### src/rtl/wt_cache_pkg.sv
// Shared types and sizing for the write-through cache memory request arbiter.
// The tid fields are wide enough to hold either a requester ID or a downstream ID.
package wt_cache_pkg;

  localparam int NumTx       = 8;
  localparam int TxIdWidth   = 3;
  localparam int ReqTidWidth = 2;
  localparam int ArbTidWidth = (TxIdWidth > ReqTidWidth) ? TxIdWidth : ReqTidWidth;

  typedef struct packed {
    logic [63:0]            addr;
    logic [63:0]            wdata;
    logic [2:0]             size;
    logic                   is_write;
    logic [ArbTidWidth-1:0] tid;
  } arb_req_t;

  typedef struct packed {
    logic [127:0]           rdata;
    logic [ArbTidWidth-1:0] tid;
    logic                   is_write;
  } arb_rtrn_t;

  typedef enum logic {
    ARB_ICACHE = 1'b0,
    ARB_DCACHE = 1'b1
  } arb_owner_e;

  // Scans downward so the last hit is the lowest-index free entry.
  function automatic logic [TxIdWidth-1:0] lowest_free(input logic [NumTx-1:0] valid);
    logic [TxIdWidth-1:0] idx;
    idx = '0;
    for (int i = NumTx - 1; i >= 0; i--) begin
      if (!valid[i]) idx = TxIdWidth'(i);
    end
    return idx;
  endfunction

endpackage

### src/rtl/wt_arb_tid_table.sv
// Downstream transaction ID table: allocates the lowest free ID, remembers the
// owning cache and its original tid, and frees the entry when its return arrives.
module wt_arb_tid_table
  import wt_cache_pkg::*;
(
  input  logic                   clk_i,
  input  logic                   rst_i,
  input  logic                   alloc_req_i,
  input  arb_owner_e             alloc_owner_i,
  input  logic [ArbTidWidth-1:0] alloc_tid_i,
  output logic [TxIdWidth-1:0]   alloc_idx_o,
  output logic                   full_o,
  input  logic [TxIdWidth-1:0]   lookup_tid_i,
  output logic                   lookup_valid_o,
  output arb_owner_e             lookup_owner_o,
  output logic [ArbTidWidth-1:0] lookup_orig_tid_o,
  input  logic                   free_i,
  output logic                   any_valid_o
);

  logic [NumTx-1:0]       valid_q, valid_d;
  arb_owner_e             owner_q [NumTx];
  arb_owner_e             owner_d [NumTx];
  logic [ArbTidWidth-1:0] orig_tid_q [NumTx];
  logic [ArbTidWidth-1:0] orig_tid_d [NumTx];

  assign full_o            = &valid_q;
  assign any_valid_o       = |valid_q;
  assign alloc_idx_o       = lowest_free(valid_q);
  assign lookup_valid_o    = valid_q[lookup_tid_i];
  assign lookup_owner_o    = owner_q[lookup_tid_i];
  assign lookup_orig_tid_o = orig_tid_q[lookup_tid_i];

  // Allocation works off the registered valids, so an entry freed this cycle
  // only becomes allocatable on the next one.
  always_comb begin
    valid_d    = valid_q;
    owner_d    = owner_q;
    orig_tid_d = orig_tid_q;
    if (free_i) begin
      valid_d[lookup_tid_i] = 1'b0;
    end
    if (alloc_req_i && !full_o) begin
      valid_d[alloc_idx_o]    = 1'b1;
      owner_d[alloc_idx_o]    = alloc_owner_i;
      orig_tid_d[alloc_idx_o] = alloc_tid_i;
    end
  end

  always_ff @(posedge clk_i) begin
    if (rst_i) begin
      valid_q    <= '0;
      owner_q    <= '{default: ARB_ICACHE};
      orig_tid_q <= '{default: '0};
    end else begin
      valid_q    <= valid_d;
      owner_q    <= owner_d;
      orig_tid_q <= orig_tid_d;
    end
  end

endmodule

### src/rtl/wt_mem_req_arbiter.sv
// Arbitrates icache/dcache requests onto one memory adapter port with ID remapping.
// Build option WT_MEM_ARB_DCACHE_PRIO_EN replaces round-robin with fixed dcache priority.
module wt_mem_req_arbiter
  import wt_cache_pkg::*;
(
  input  logic      clk_i,
  input  logic      rst_i,
  input  logic      icache_req_i,
  output logic      icache_ack_o,
  input  arb_req_t  icache_req_data_i,
  input  logic      dcache_req_i,
  output logic      dcache_ack_o,
  input  arb_req_t  dcache_req_data_i,
  output logic      mem_req_o,
  input  logic      mem_gnt_i,
  output arb_req_t  mem_req_data_o,
  input  logic      mem_rtrn_vld_i,
  input  arb_rtrn_t mem_rtrn_i,
  output logic      icache_rtrn_vld_o,
  output logic      dcache_rtrn_vld_o,
  output arb_rtrn_t rtrn_o,
  output logic      busy_o,
  output logic      err_o
);

  logic                   oreg_valid_q, oreg_valid_d;
  arb_req_t               oreg_data_q, oreg_data_d;
  logic                   err_q, err_d;
  logic                   accept;
  logic                   grant_dcache;
  arb_req_t               sel_data;
  logic                   full;
  logic [TxIdWidth-1:0]   alloc_idx;
  logic                   lookup_valid;
  arb_owner_e             lookup_owner;
  logic [ArbTidWidth-1:0] lookup_orig_tid;
  logic                   table_busy;
  logic                   rtrn_hit;

  assign accept   = !rst_i && (!oreg_valid_q || mem_gnt_i) && !full &&
                    (icache_req_i || dcache_req_i);
  assign sel_data = grant_dcache ? dcache_req_data_i : icache_req_data_i;
  assign rtrn_hit = !rst_i && mem_rtrn_vld_i && lookup_valid;

`ifdef WT_MEM_ARB_DCACHE_PRIO_EN
  always_comb begin
    grant_dcache = dcache_req_i;
  end
`else
  logic rr_q, rr_d;

  // rr set means dcache wins the next tie; it always points away from the last winner.
  always_comb begin
    grant_dcache = (icache_req_i && dcache_req_i) ? rr_q : dcache_req_i;
    rr_d         = rr_q;
    if (accept) rr_d = ~grant_dcache;
  end

  always_ff @(posedge clk_i) begin
    if (rst_i) rr_q <= 1'b0;
    else       rr_q <= rr_d;
  end
`endif

  always_comb begin
    oreg_valid_d      = oreg_valid_q;
    oreg_data_d       = oreg_data_q;
    icache_ack_o      = accept && !grant_dcache;
    dcache_ack_o      = accept && grant_dcache;
    icache_rtrn_vld_o = rtrn_hit && (lookup_owner == ARB_ICACHE);
    dcache_rtrn_vld_o = rtrn_hit && (lookup_owner == ARB_DCACHE);
    rtrn_o            = mem_rtrn_i;
    rtrn_o.tid        = lookup_orig_tid;
    err_d             = err_q | (mem_rtrn_vld_i && !lookup_valid);
    if (accept) begin
      oreg_valid_d     = 1'b1;
      oreg_data_d      = sel_data;
      oreg_data_d.tid  = ArbTidWidth'(alloc_idx);
    end else if (mem_gnt_i) begin
      oreg_valid_d     = 1'b0;
    end
  end

  always_ff @(posedge clk_i) begin
    if (rst_i) begin
      oreg_valid_q <= 1'b0;
      oreg_data_q  <= '0;
      err_q        <= 1'b0;
    end else begin
      oreg_valid_q <= oreg_valid_d;
      oreg_data_q  <= oreg_data_d;
      err_q        <= err_d;
    end
  end

  wt_arb_tid_table u_tid_table (
    .clk_i             (clk_i),
    .rst_i             (rst_i),
    .alloc_req_i       (accept),
    .alloc_owner_i     (grant_dcache ? ARB_DCACHE : ARB_ICACHE),
    .alloc_tid_i       (sel_data.tid),
    .alloc_idx_o       (alloc_idx),
    .full_o            (full),
    .lookup_tid_i      (mem_rtrn_i.tid[TxIdWidth-1:0]),
    .lookup_valid_o    (lookup_valid),
    .lookup_owner_o    (lookup_owner),
    .lookup_orig_tid_o (lookup_orig_tid),
    .free_i            (rtrn_hit),
    .any_valid_o       (table_busy)
  );

  assign mem_req_o      = oreg_valid_q;
  assign mem_req_data_o = oreg_data_q;
  assign busy_o         = oreg_valid_q | table_busy;
  assign err_o          = err_q;

endmodule
### config.mk
export PLATFORM = sky130hd
export DESIGN_NAME = wt_mem_req_arbiter
export DESIGN_NICKNAME = d
export VERILOG_FILES = /design/src/rtl/wt_cache_pkg.sv /design/src/rtl/wt_arb_tid_table.sv /design/src/rtl/wt_mem_req_arbiter.sv
export SDC_FILE = /design/constraint.sdc
export NUM_CORES = 1
export LEC_CHECK = 0
export CAP_MARGIN = 20
export CORE_AREA = 10 10 259 261
export CTS_BUF_LIST = sky130_fd_sc_hd__clkbuf_2 sky130_fd_sc_hd__clkbuf_4 sky130_fd_sc_hd__clkbuf_8
export CTS_CLUSTER_SIZE = 8
export DETAILED_ROUTE_END_ITERATION = 8
export DIE_AREA = 0 0 269 271
export GPL_TIMING_DRIVEN = 0
export PLACE_DENSITY = 0.48
export SYNTH_ARGS = -nofsm -noshare
export SYNTH_HDL_FRONTEND = slang
export SYNTH_SLANG_ARGS = --single-unit
### constraint.sdc
create_clock -name clk_i -period 2.5 [get_ports clk_i]
set_clock_uncertainty 0.1 [all_clocks]
set_input_delay 0.5 -clock clk_i [delete_from_list [all_inputs] [get_ports clk_i]]
set_output_delay 0.5 -clock clk_i [all_outputs]
set_load 0.05 [all_outputs]
**Word-level counts from Yosys, hierarchy flattened**

Index checks and enable logic that the tools add are counted.

- Bits in registers: 178
- Bits of input ports: 408
- Output and inout bits: 274
- Word-level logic and storage cells: 99

- Order comparisons: 7
- Mux-type cells: 33
- Bitwise gates (word level): 9
- Reduce and logical (&&, ||, !) cells: 25

Operators with widths:

| operator | count |
|---|---|
| 135-bit 2-to-1 mux | 1 |
| 3-bit 2-to-1 mux | 11 |
| 24-bit bitwise mux | 1 |
| 8-bit 2-to-1 mux | 2 |
| 1-bit logical AND | 15 |
| 1-bit 2-to-1 mux | 10 |
| 3-bit binary-select mux with 3-bit select | 1 |
| 1-bit demux with 3-bit select | 3 |
| 3-bit demux with 3-bit select | 1 |
| 8-bit bitwise AND | 1 |
| 8-bit bitwise mux | 1 |
| 4-bit >= comparator, second input constant | 2 |
| 3-bit by 4-bit less-than comparator with 1-bit output, second input constant | 2 |
| 3-bit NOT with 4-bit output | 2 |
| 8-bit NOT | 1 |
| 8-bit OR | 1 |
| 8-bit AND reduction | 1 |
| 8-bit OR reduction | 1 |
| 1-bit binary-select mux with 3-bit select | 2 |
| 3-bit by 1-bit >= comparator with 1-bit output, second input constant | 2 |
| 1-bit logical NOT | 5 |
| 4-bit by 1-bit less-than comparator with 1-bit output, second input constant | 1 |
| 1-bit logical OR | 2 |
| 1-bit NOT | 2 |
| other kinds (2) | 3 |

**Depth between registers and ports, before layout**

Gate-level depths: netlist of run 1.

- Depth after elaboration: 14
- Gate-level depth with buffers: 8
- Gate-level depth less buffers: 5

**Cells and area by module**

Synthesis of run 1 repeated with hierarchy kept, for this count alone.

- Cells, all modules: 940
- Area, all modules: 9287.7 um2

Modules (own cells, without submodules):

| module | times used | cells each | area an instance (um2) | sequential area each (um2) |
|---|---|---|---|---|
| wt_mem_req_arbiter | 1 | 754 | 7278.2 | 2762.6 |
| wt_arb_tid_table | 1 | 186 | 2009.4 | 800.8 |

**Least setup slack after synthesis of run 1**

No wires, ideal clock.

- Kind: in2out
- From: input mem_rtrn_i[2] (netlist bit)
- To: output icache_rtrn_vld_o
- Arrival: 2.842 ns
- Data required time: 1.900 ns
- Path slack: -0.942 ns
- Cell stages on the path: 6
- Buffers on the path: 2
- Path through: clkbuf_1 -> nor2b_1 -> clkbuf_1 -> a221oi_1 -> a21oi_1 -> nor4_1

- Word-level cells in the longest chain between the ends: 6
- Elaborated cells between the ends (all ways): 9
- Classes of those cells: mux (5); bitwise (2); reduce/logical (2)

RTL lines:

| element | RTL line | source |
|---|---|---|
| start, declared | wt_mem_req_arbiter.sv:18 | `input arb_rtrn_t mem_rtrn_i,` |
| 3-bit NOT with 4-bit output (not written as such) | wt_arb_tid_table.sv:31 | `assign lookup_owner_o = owner_q[lookup_tid_i];` |
| 1-bit binary-select mux with 3-bit select | wt_arb_tid_table.sv:31 |  |
| 1-bit 2-to-1 mux (not written as such) (2 in a row) | wt_arb_tid_table.sv:31 |  |
| 1-bit NOT | wt_mem_req_arbiter.sv:70 | `icache_rtrn_vld_o = rtrn_hit && (lookup_owner == ARB_ICACHE);` |
| 1-bit logical AND * | wt_mem_req_arbiter.sv:70 |  |
| end, declared | wt_mem_req_arbiter.sv:19 | `output logic icache_rtrn_vld_o,` |

Every way passes the cells marked *; elsewhere a longest branch is shown, timed or not. The select of a mux whose other input is x is not followed.

**Worst setup path in the final report of run 1**

- From: input mem_rtrn_i[1] (netlist bit)
- To: output dcache_rtrn_vld_o

- Word-level cells in the longest chain between the ends: 5
- Elaborated cells between the ends (all ways): 8
- Classes of those cells: mux (5); bitwise (1); reduce/logical (2)

RTL lines:

| element | RTL line | source |
|---|---|---|
| 3-bit NOT with 4-bit output (not written as such) | wt_arb_tid_table.sv:31 |  |
| 1-bit binary-select mux with 3-bit select | wt_arb_tid_table.sv:31 |  |
| 1-bit 2-to-1 mux (not written as such) (2 in a row) | wt_arb_tid_table.sv:31 |  |
| 1-bit logical AND * | wt_mem_req_arbiter.sv:71 | `dcache_rtrn_vld_o = rtrn_hit && (lookup_owner == ARB_DCACHE);` |
| end, declared | wt_mem_req_arbiter.sv:20 | `output logic dcache_rtrn_vld_o,` |

Marked as above.

==> results of run 1 <==
==> placed cells by master, fill, tap and decap left out, types with 4 or more instances in the layout <==
cell type	n
a211oi_1	21
a21oi_1	25
a22oi_1	4
a311oi_1	143
buf_2	19
buf_4	165
buf_6	12
buf_8	4
clkbuf_1	42
clkbuf_2	5
clkbuf_8	20
clkdlybuf4s50_1	532
dfxtp_1	168
dfxtp_4	8
diode_2	5
dlygate4sd2_1	9
mux2_2	4
mux2i_1	13
nand2_1	274
nand3_1	7
nor2_1	166
o21ai_0	9
==> Yosys cell counts, types with 2 or more instances <==
library cell | number | area, sq um
nor4_1 | 2 | 12.5
buf_4 | 141 | 1060
nand2b_1 | 3 | 18.8
buf_6 | 2 | 22.5
a221oi_1 | 2 | 17.5
a22o_1 | 2 | 17.5
mux2i_1 | 13 | 130
clkbuf_1 | 58 | 218
a211oi_1 | 22 | 165
nor3_1 | 4 | 20.0
mux2_2 | 4 | 45.0
and2_1 | 2 | 12.5
o21ai_0 | 13 | 65.1
nor3b_2 | 2 | 25.0
buf_2 | 22 | 110
a22oi_1 | 4 | 30.0
nor2_1 | 168 | 631
a311oi_1 | 144 | 1260
a31oi_1 | 3 | 18.8
nand2_1 | 275 | 1030
dfxtp_1 | 178 | 3560
nand3_1 | 7 | 35.0
inv_1 | 4 | 15.0
a21oi_1 | 26 | 130
nor2b_1 | 6 | 37.5
==> how the worst max path moves through the flow <==
stage / start / end / cells past startpoint
floorplan: mem_rtrn_i[2] / icache_rtrn_vld_o / 6
global placement: dcache_req_i / icache_ack_o / 7
detailed placement: dcache_req_i / icache_ack_o / 7
CTS: u_tid_table.valid_q[5]$_SDFF_PP0_ / icache_rtrn_vld_o / 6
global route: u_tid_table.valid_q[7]$_SDFF_PP0_ / dcache_rtrn_vld_o / 6
finish: mem_rtrn_i[1] / dcache_rtrn_vld_o / 9
==> power groups by stage <==
stage | Clock, mW | Combinational (mW) | Sequential, mW
3_3_place_gp | 0 | 3.35 | 3.22
4_1_cts | 2.45 | 3.42 | 3.16
2_1_floorplan | 0 | 1.23 | 3.88
3_5_place_dp | 0 | 3.36 | 3.22
6_report | 2.32 | 3.40 | 3.16
5_1_grt | 2.54 | 3.59 | 3.19
==> cells by family (layout without fill, tap and decap cells) <==
group / Yosys count / count (layout) / synth area share
buffers and inverters: 229 / 835 / 0.162
flip-flops: 178 / 178 / 0.402
other: 0 / 5 / 0
AND/OR/NAND/NOR: 478 / 478 / 0.215
multiplexers: 17 / 17 / 0.0198
AO/OA/AOI/OAI: 225 / 225 / 0.202
==> registers in the layout, indices dropped and copies added, names as in the netlist <==
name / flops
err_o: 1
mem_req_data_o: 135
mem_req_o: 1
rr_q: 1
u_tid_table.orig_tid_q: 24
u_tid_table.owner_q: 8
u_tid_table.valid_q: 8
==> layer usage <==
layer | part of all wire | vias to the layer above
met5 | 0 | -
met2 | 0.52 | 414
li1 | - | 4983
met4 | 0.015 | 0
met1 | 0.39 | 4919
met3 | 0.076 | 40
==> critical path, delay by kind of cell <==
family | cells | cell delay (ns)
buf+inv | 4 | 0.74
simple gates | 3 | 0.37
compound gates | 2 | 0.36
==> area by class of cell <==
cell class                      count  area [sq um]
Fill cell                        6700         45200
Timing Repair Buffer              580          5770
Multi-Input combinational cell    720          4030
Sequential cell                   178          3600
Buffer                            220          1520
Tap cell                          837          1050
Clock buffer                       18           248
Clock inverter                     13           175
Inverter                            4          15.0
Antenna cell                        5          12.5
==> stage by stage <==
step                 util  setup TNS [ns]  setup WS [ns]
detailed placement  0.252         -152.32          -1.55
global route        0.266          -0.310         -0.142
floorplan               -         -0.0953        -0.0953
finish              0.266          -0.110        -0.0588
global placement    0.251         -219.02          -2.20
CTS                 0.264         -0.0798        -0.0291
==> repair_timing <==
item | CTS | global route
hold buffers | 0 | 0
endpoints found under the setup margin | 149 | 82
pin swaps | 8 | 5
gates resized for setup | 138 | 14
buffers inserted | 15 | 11
==> impl_metrics.csv, run 1 <==
group,metric,value,unit
run_status,status,"complete, but fails checks",
run_status,violations,"setup timing",
clocking,cts-buffers-inserted,17,
detailed_routing,drt_iter0_markers,630,
global_route,grt.total_usage,0.143,
timing,hold_slack,0.371,ns
pwr,combinationalPowerShare,0.383,
detailed_routing,ant_nets,0,
timing,maxSlewHeadroom,0.391,
timing,tightestPinTransition,0.888,ns
timing,fin_crit,2.56,ns
min_path,holdPathStages,3,
detailed_routing,drt-wirelength-per-cell,21.0,um
setup_path,worstPathArrival,1.96,ns
detailed_routing,vias,10400,
global_route,grt_use_met1,0.159,
setup_path,path_max_fanout,5,
clocking,cts_sinks,178,
logic_synthesis,synth_cells,1127,
logic_synthesis,synth_area_per_cell,7.87,sq um
pwr,peakVddDrop,0.381,mV
finish,synthToLayoutAreaGrowth,85.1,%
setup_path,rr_worst_depth,9,
floorplanning,io_pins,682,
finish,final_cells,2575,
placed_design,hpwl,44300,um
logic_synthesis,ys_seq_area_frac,0.402,
clocking,cts.htree.levels,4,
pwr,cellLeakagePower,6.19,nW
setup_path,critPathSlowestCell,"a211oi_2",
timing,fmax,391,MHz
logic_synthesis,synthFlopType,"dfxtp_1",
detailed_routing,first_pass_iters,5,
logic_synthesis,synth_fp_nets,1535,
timing,drv_slew,0,
floorplanning,die_area,72900,sq um
clocking,clkTransAtPathRegs,0.11,ns
placed_design,placed_area,15500,sq um
placed_design,place_congestion,0.863,
floorplanning,rows,91,
clocking,cts_buffer_depth,2,
setup_path,r2r-start,"rr_q$_SDFFE_PP0P_",
floorplanning,start_util,0.144,
setup_path,crit_chain,"clkdlybuf4s15_2, clkbuf_8, buf_4, nand2_1, o21ai_2, a211oi_2, nand2b_4, nor3_4, buf_6",
min_path,hp-class,"input pin to flip-flop",
logic_synthesis,syn_area,8870,sq um
pwr,power,8.88,mW
logic_synthesis,synth_edf_count,0,
logic_synthesis,ys_seq_elements,178,
detailed_routing,finalWirelength,54000,um
placed_design,portBuffers,551,
min_path,hold-path-endpoint,"u_tid_table.valid_q[0]$_SDFF_PP0_",
timing,fin_crit_sh,1.02,
global_route,gr-total-overflow,0,
setup_path,timing_worst_setup_path_type,"input pin to output port",
setup_path,crit_required,1.90,ns
finish,fin_area,16400,sq um
floorplanning,core-area,61600,sq um
setup_path,reg2reg_to,"mem_req_data_o[7]$_SDFFE_PP0P_",
global_route,antenna_found_initial,6,
pwr,p_sw_frac,0.391,
floorplanning,fp.dieW,269,um
logic_synthesis,yosysWarnings,0,
logic_synthesis,synth.distinct_cells,45,
global_route,grt_pass1_wl,75900,um
global_route,grt_pass1_vias,10800,
setup_path,crit_path_max_incr_delay,0.30,ns
clocking,insertion_delay,0.57,ns
setup_path,cp-end-kind,"output port",
run,maxCapViolations,0,
detailed_routing,routed_via_density,4.02,
clocking,clock-root-buffer,"clkbuf_8",
pwr,clkPwrFrac,0.261,
pwr,p_seq_frac,0.356,
timing,hold_viol,0,
pwr,p_per_area,541,nW/um^2
global_route,grt_max_degree,17,
timing,setup-violations-final,2,
global_route,grtUsageMet2,0.254,
logic_synthesis,synthArstFlopShare,0,
timing,rsz0062_at_grt,"true",
finish,layout.nets,2129,
setup_path,rrSetupSlack,0.20,ns
pwr,power.switching,3.47,mW
pwr,p_int,5.41,mW
timing,setup_ws,-0.0588,ns
placed_design,placedCellCount,2518,
global_route,top_usage_layer,"met2",
clocking,cts_tree,"built",
min_path,hold_start,"mem_rtrn_i[2]",
floorplanning,die_h,271,um
setup_path,start_kind,"input pin",
finish,drive_gt1_frac,0.170,
detailed_routing,drc_errors,0,
global_route,use_met3,0.0441,
Note: power is estimated with default switching activity, not from simulation.
==> run 2: changes to the inputs <==
Settings changed: ABC_AREA from default to 1, CORE_AREA 10 10 259 261 to 10 10 258 260, DIE_AREA 0 0 269 271 to 0 0 268 270, PLACE_DENSITY 0.48 to default, PLACE_DENSITY_LB_ADDON from default to 0.3.
==> impl_metrics.csv, run 2 <==
group,metric,value,unit
timing,drv_slew,0,
timing,setup_ws,0.0323,ns
pwr,p_seq_frac,0.381,
logic_synthesis,yosys-top-cells-area,"dfxtp_1 41%, nand2_1 22%, buf_4 13%",
placed_design,portBuffers,550,
floorplanning,core-area,61300,sq um
setup_path,rr_worst_depth,9,
logic_synthesis,synth_cells,1229,
finish,seq_area,3590,sq um
logic_synthesis,ys_seq_area_frac,0.408,
timing,fin_crit_sh,0.987,
detailed_routing,drt-wirelength-per-cell,19.8,um
finish,largest_reg_flops,135,
finish,synthToLayoutAreaGrowth,81.0,%
timing,setup-violations-final,0,
min_path,holdPathStages,2,
logic_synthesis,synth_edf_count,0,
timing,finalSetupTns,0,ns
finish,multiInputGateArea,3690,sq um
timing,fin_crit,2.47,ns
finish,drive_gt1_frac,0.149,
logic_synthesis,synthMuxAreaShare,0,
detailed_routing,routed_via_density,3.93,
clocking,clkTransAtPathRegs,0.11,ns
timing,fmax,405,MHz
detailed_routing,ant_nets,0,
timing,maxSlewHeadroom,0.398,
logic_synthesis,yosys.area.top_type,"dfxtp_1",
clocking,cts-buffers-inserted,17,
logic_synthesis,synth-compound-area-share,0.134,
detailed_routing,first_pass_iters,5,
logic_synthesis,synth_top_family_by_area,"simple AND/OR/NAND/NOR gates",
setup_path,crit_required,1.90,ns
logic_synthesis,synth.distinct_cells,34,
setup_path,r2r-start,"rr_q$_SDFFE_PP0P_",
setup_path,critPathSlowestCell,"clkdlybuf4s50_1",
global_route,grt_pass1_vias,10600,
floorplanning,die_h,270,um
min_path,hold-path-endpoint,"u_tid_table.orig_tid_q[14]$_SDFFE_PP0P_",
clocking,cts_buffer_depth,2,
pwr,p_int,4.90,mW
logic_synthesis,yosysWarnings,0,
setup_path,cp-end-kind,"output port",
global_route,grt_pass1_wl,72700,um
logic_synthesis,ys_seq_elements,178,
placed_design,pre_cts_slack,-1.94,ns
pwr,clkPwrFrac,0.266,
logic_synthesis,synthAdderAreaFrac,0,
finish,layout.nets,2219,
logic_synthesis,synth_common_cells,"508 x nand2_1, 178 x dfxtp_1, 151 x buf_4",
placed_design,hpwl,42200,um
floorplanning,rows,91,
global_route,antenna_found_initial,2,
setup_path,path_max_fanout,9,
setup_path,crit_path_max_incr_delay,0.48,ns
finish,utilization,0.258,
clocking,clock-root-buffer,"clkbuf_8",
floorplanning,start_util,0.143,
min_path,hp-class,"flip-flop to flip-flop",
setup_path,rrSetupSlack,0.29,ns
detailed_routing,drt_iter0_markers,488,
finish,final_cell_mix,"518 x clkdlybuf4s50_1, 505 x nand2_1, 170 x dfxtp_1",
clocking,cts.htree.levels,4,
detailed_routing,drc_errors,0,
clocking,cts_tree,"built",
placed_design,place_congestion,0.831,
setup_path,crit_buf_inv,4,
setup_path,crit_chain,"clkdlybuf4s50_1, nand2_1, nand2_4, inv_2, nor2_4, buf_12, buf_6",
pwr,power.switching,3.24,mW
run,maxCapViolations,0,
setup_path,reg2reg_to,"mem_req_data_o[117]$_SDFFE_PP0P_",
logic_synthesis,synth_area_per_cell,7.11,sq um
logic_synthesis,synthArstFlopShare,0,
clocking,hold_buffers,0,
logic_synthesis,post-synth-top-area-fraction,0.408,
global_route,grt.total_usage,0.138,
pwr,power,8.15,mW
timing,tightestPinTransition,0.902,ns
setup_path,worstPathArrival,1.87,ns
floorplanning,fp.dieW,268,um
setup_path,cp_top_family,"buffers and inverters",
logic_synthesis,yosysMostFrequentCell,"nand2_1",
global_route,gr-total-overflow,0,
setup_path,start_kind,"input pin",
logic_synthesis,synthXorXnorAreaFrac,0,
pwr,p_per_area,515,nW/um^2
setup_path,timing_worst_setup_path_type,"input pin to output port",
floorplanning,io_pins,682,
timing,rsz0062_at_grt,"true",
global_route,grt_max_degree,20,
pwr,cellLeakagePower,6.04,nW
clocking,cts_sinks,178,
pwr,p_sw_frac,0.398,
detailed_routing,vias,10300,
timing,hold_slack,0.355,ns
pwr,combinationalPowerShare,0.354,
pwr,peakVddDrop,0.381,mV
run_status,status,"finished, final reports clean",
finish,final_common_cell,"clkdlybuf4s50_1",
logic_synthesis,synth_fp_nets,1637,
clocking,insertion_delay,0.56,ns
finish,fillers,6761,
logic_synthesis,synthFlopType,"dfxtp_1",
logic_synthesis,synth-simple-area-share,0.283,
timing,hold_viol,0,
detailed_routing,finalWirelength,51800,um
logic_synthesis,syn_area,8740,sq um
floorplanning,die_area,72400,sq um
min_path,hold_start,"u_tid_table.orig_tid_q[14]$_SDFFE_PP0P_",
run 2: cell types whose count changed in the layout (fill, tap and decap cells not counted), moves of 19 or more:
cell | before | now
a211oi_1 | 21 | 2
a311oi_1 | 143 | 0
a31oi_1 | 3 | 132
clkbuf_1 | 42 | 20
inv_1 | 2 | 36
nand2_1 | 274 | 505
nand3_1 | 7 | 37
nor2_1 | 166 | 43
run 2: stage by stage:
stage | instance area (sq um) | instances
after floorplan | 8750 | 1229
after global placement | 15200 | 2569
after detailed placement | 15200 | 2569
after CTS | 15700 | 2608
after global routing | 15800 | 2615
final | 15800 | 2615
run 2: cell type report:
| type | instances | area share |
|---|---|---|
| antenna | 1 | 0.000158 |
| clock buffer | 17 | 0.0148 |
| clock inverter | 15 | 0.0104 |
| timing repair buffer | 564 | 0.353 |
| sequential | 178 | 0.227 |
| multi-input combinational | 804 | 0.233 |
| buffer | 199 | 0.0881 |
| tap | 790 | 0.0625 |
| inverter | 47 | 0.0113 |
run 2: layer usage:
layer | routed length, um | up-vias | global-route usage
li1 | - | 5037 | -
met1 | 19300 | 4818 | 0.144
met2 | 27300 | 391 | 0.252
met3 | 4330 | 30 | 0.0516
met4 | 811 | 2 | 0.0400
met5 | 12 | - | 0
run 2: worst min-delay path, cell delays in order, from the launching register on:
cell     delay, ns
dfxtp_1       0.31
inv_1         0.06
a21oi_1       0.05
run 2: cell families (layout without fill, tap and decap cells):
family | after synthesis | count (layout)
buf+inv | 247 | 842
compound gates | 191 | 191
simple gates | 613 | 613
other cells | 0 | 1
flops | 178 | 178
run 2: power groups by stage:
stage / Combinational, mW / Clock [mW] / Sequential, mW
5_1_grt: 3.04 / 2.37 / 3.12
3_3_place_gp: 2.89 / 0 / 3.16
4_1_cts: 2.92 / 2.29 / 3.10
3_5_place_dp: 2.90 / 0 / 3.16
6_report: 2.88 / 2.16 / 3.10
2_1_floorplan: 1.07 / 0 / 3.68
run 2: worst max path at each step:
| stage | start | to | slack (ns) | cells after the start |
|---|---|---|---|---|
| after floorplan | mem_rtrn_i[1] | dcache_rtrn_vld_o | -0.0007 | 11 |
| after global placement | icache_req_i | icache_ack_o | -1.96 | 8 |
| after detailed placement | icache_req_i | icache_ack_o | -1.94 | 8 |
| after CTS | rr_q$_SDFFE_PP0P_ | icache_ack_o | -0.11 | 7 |
| after global routing | icache_req_i | icache_ack_o | -0.06 | 7 |
| final | icache_req_i | icache_ack_o | 0.03 | 7 |
run 2: what timing repair did:
action,in CTS,in global routing
hold endpoints to repair,0,0
endpoints found under the setup margin,160,10
setup buffers,8,6
pin swaps,6,6
gates resized for setup,102,19
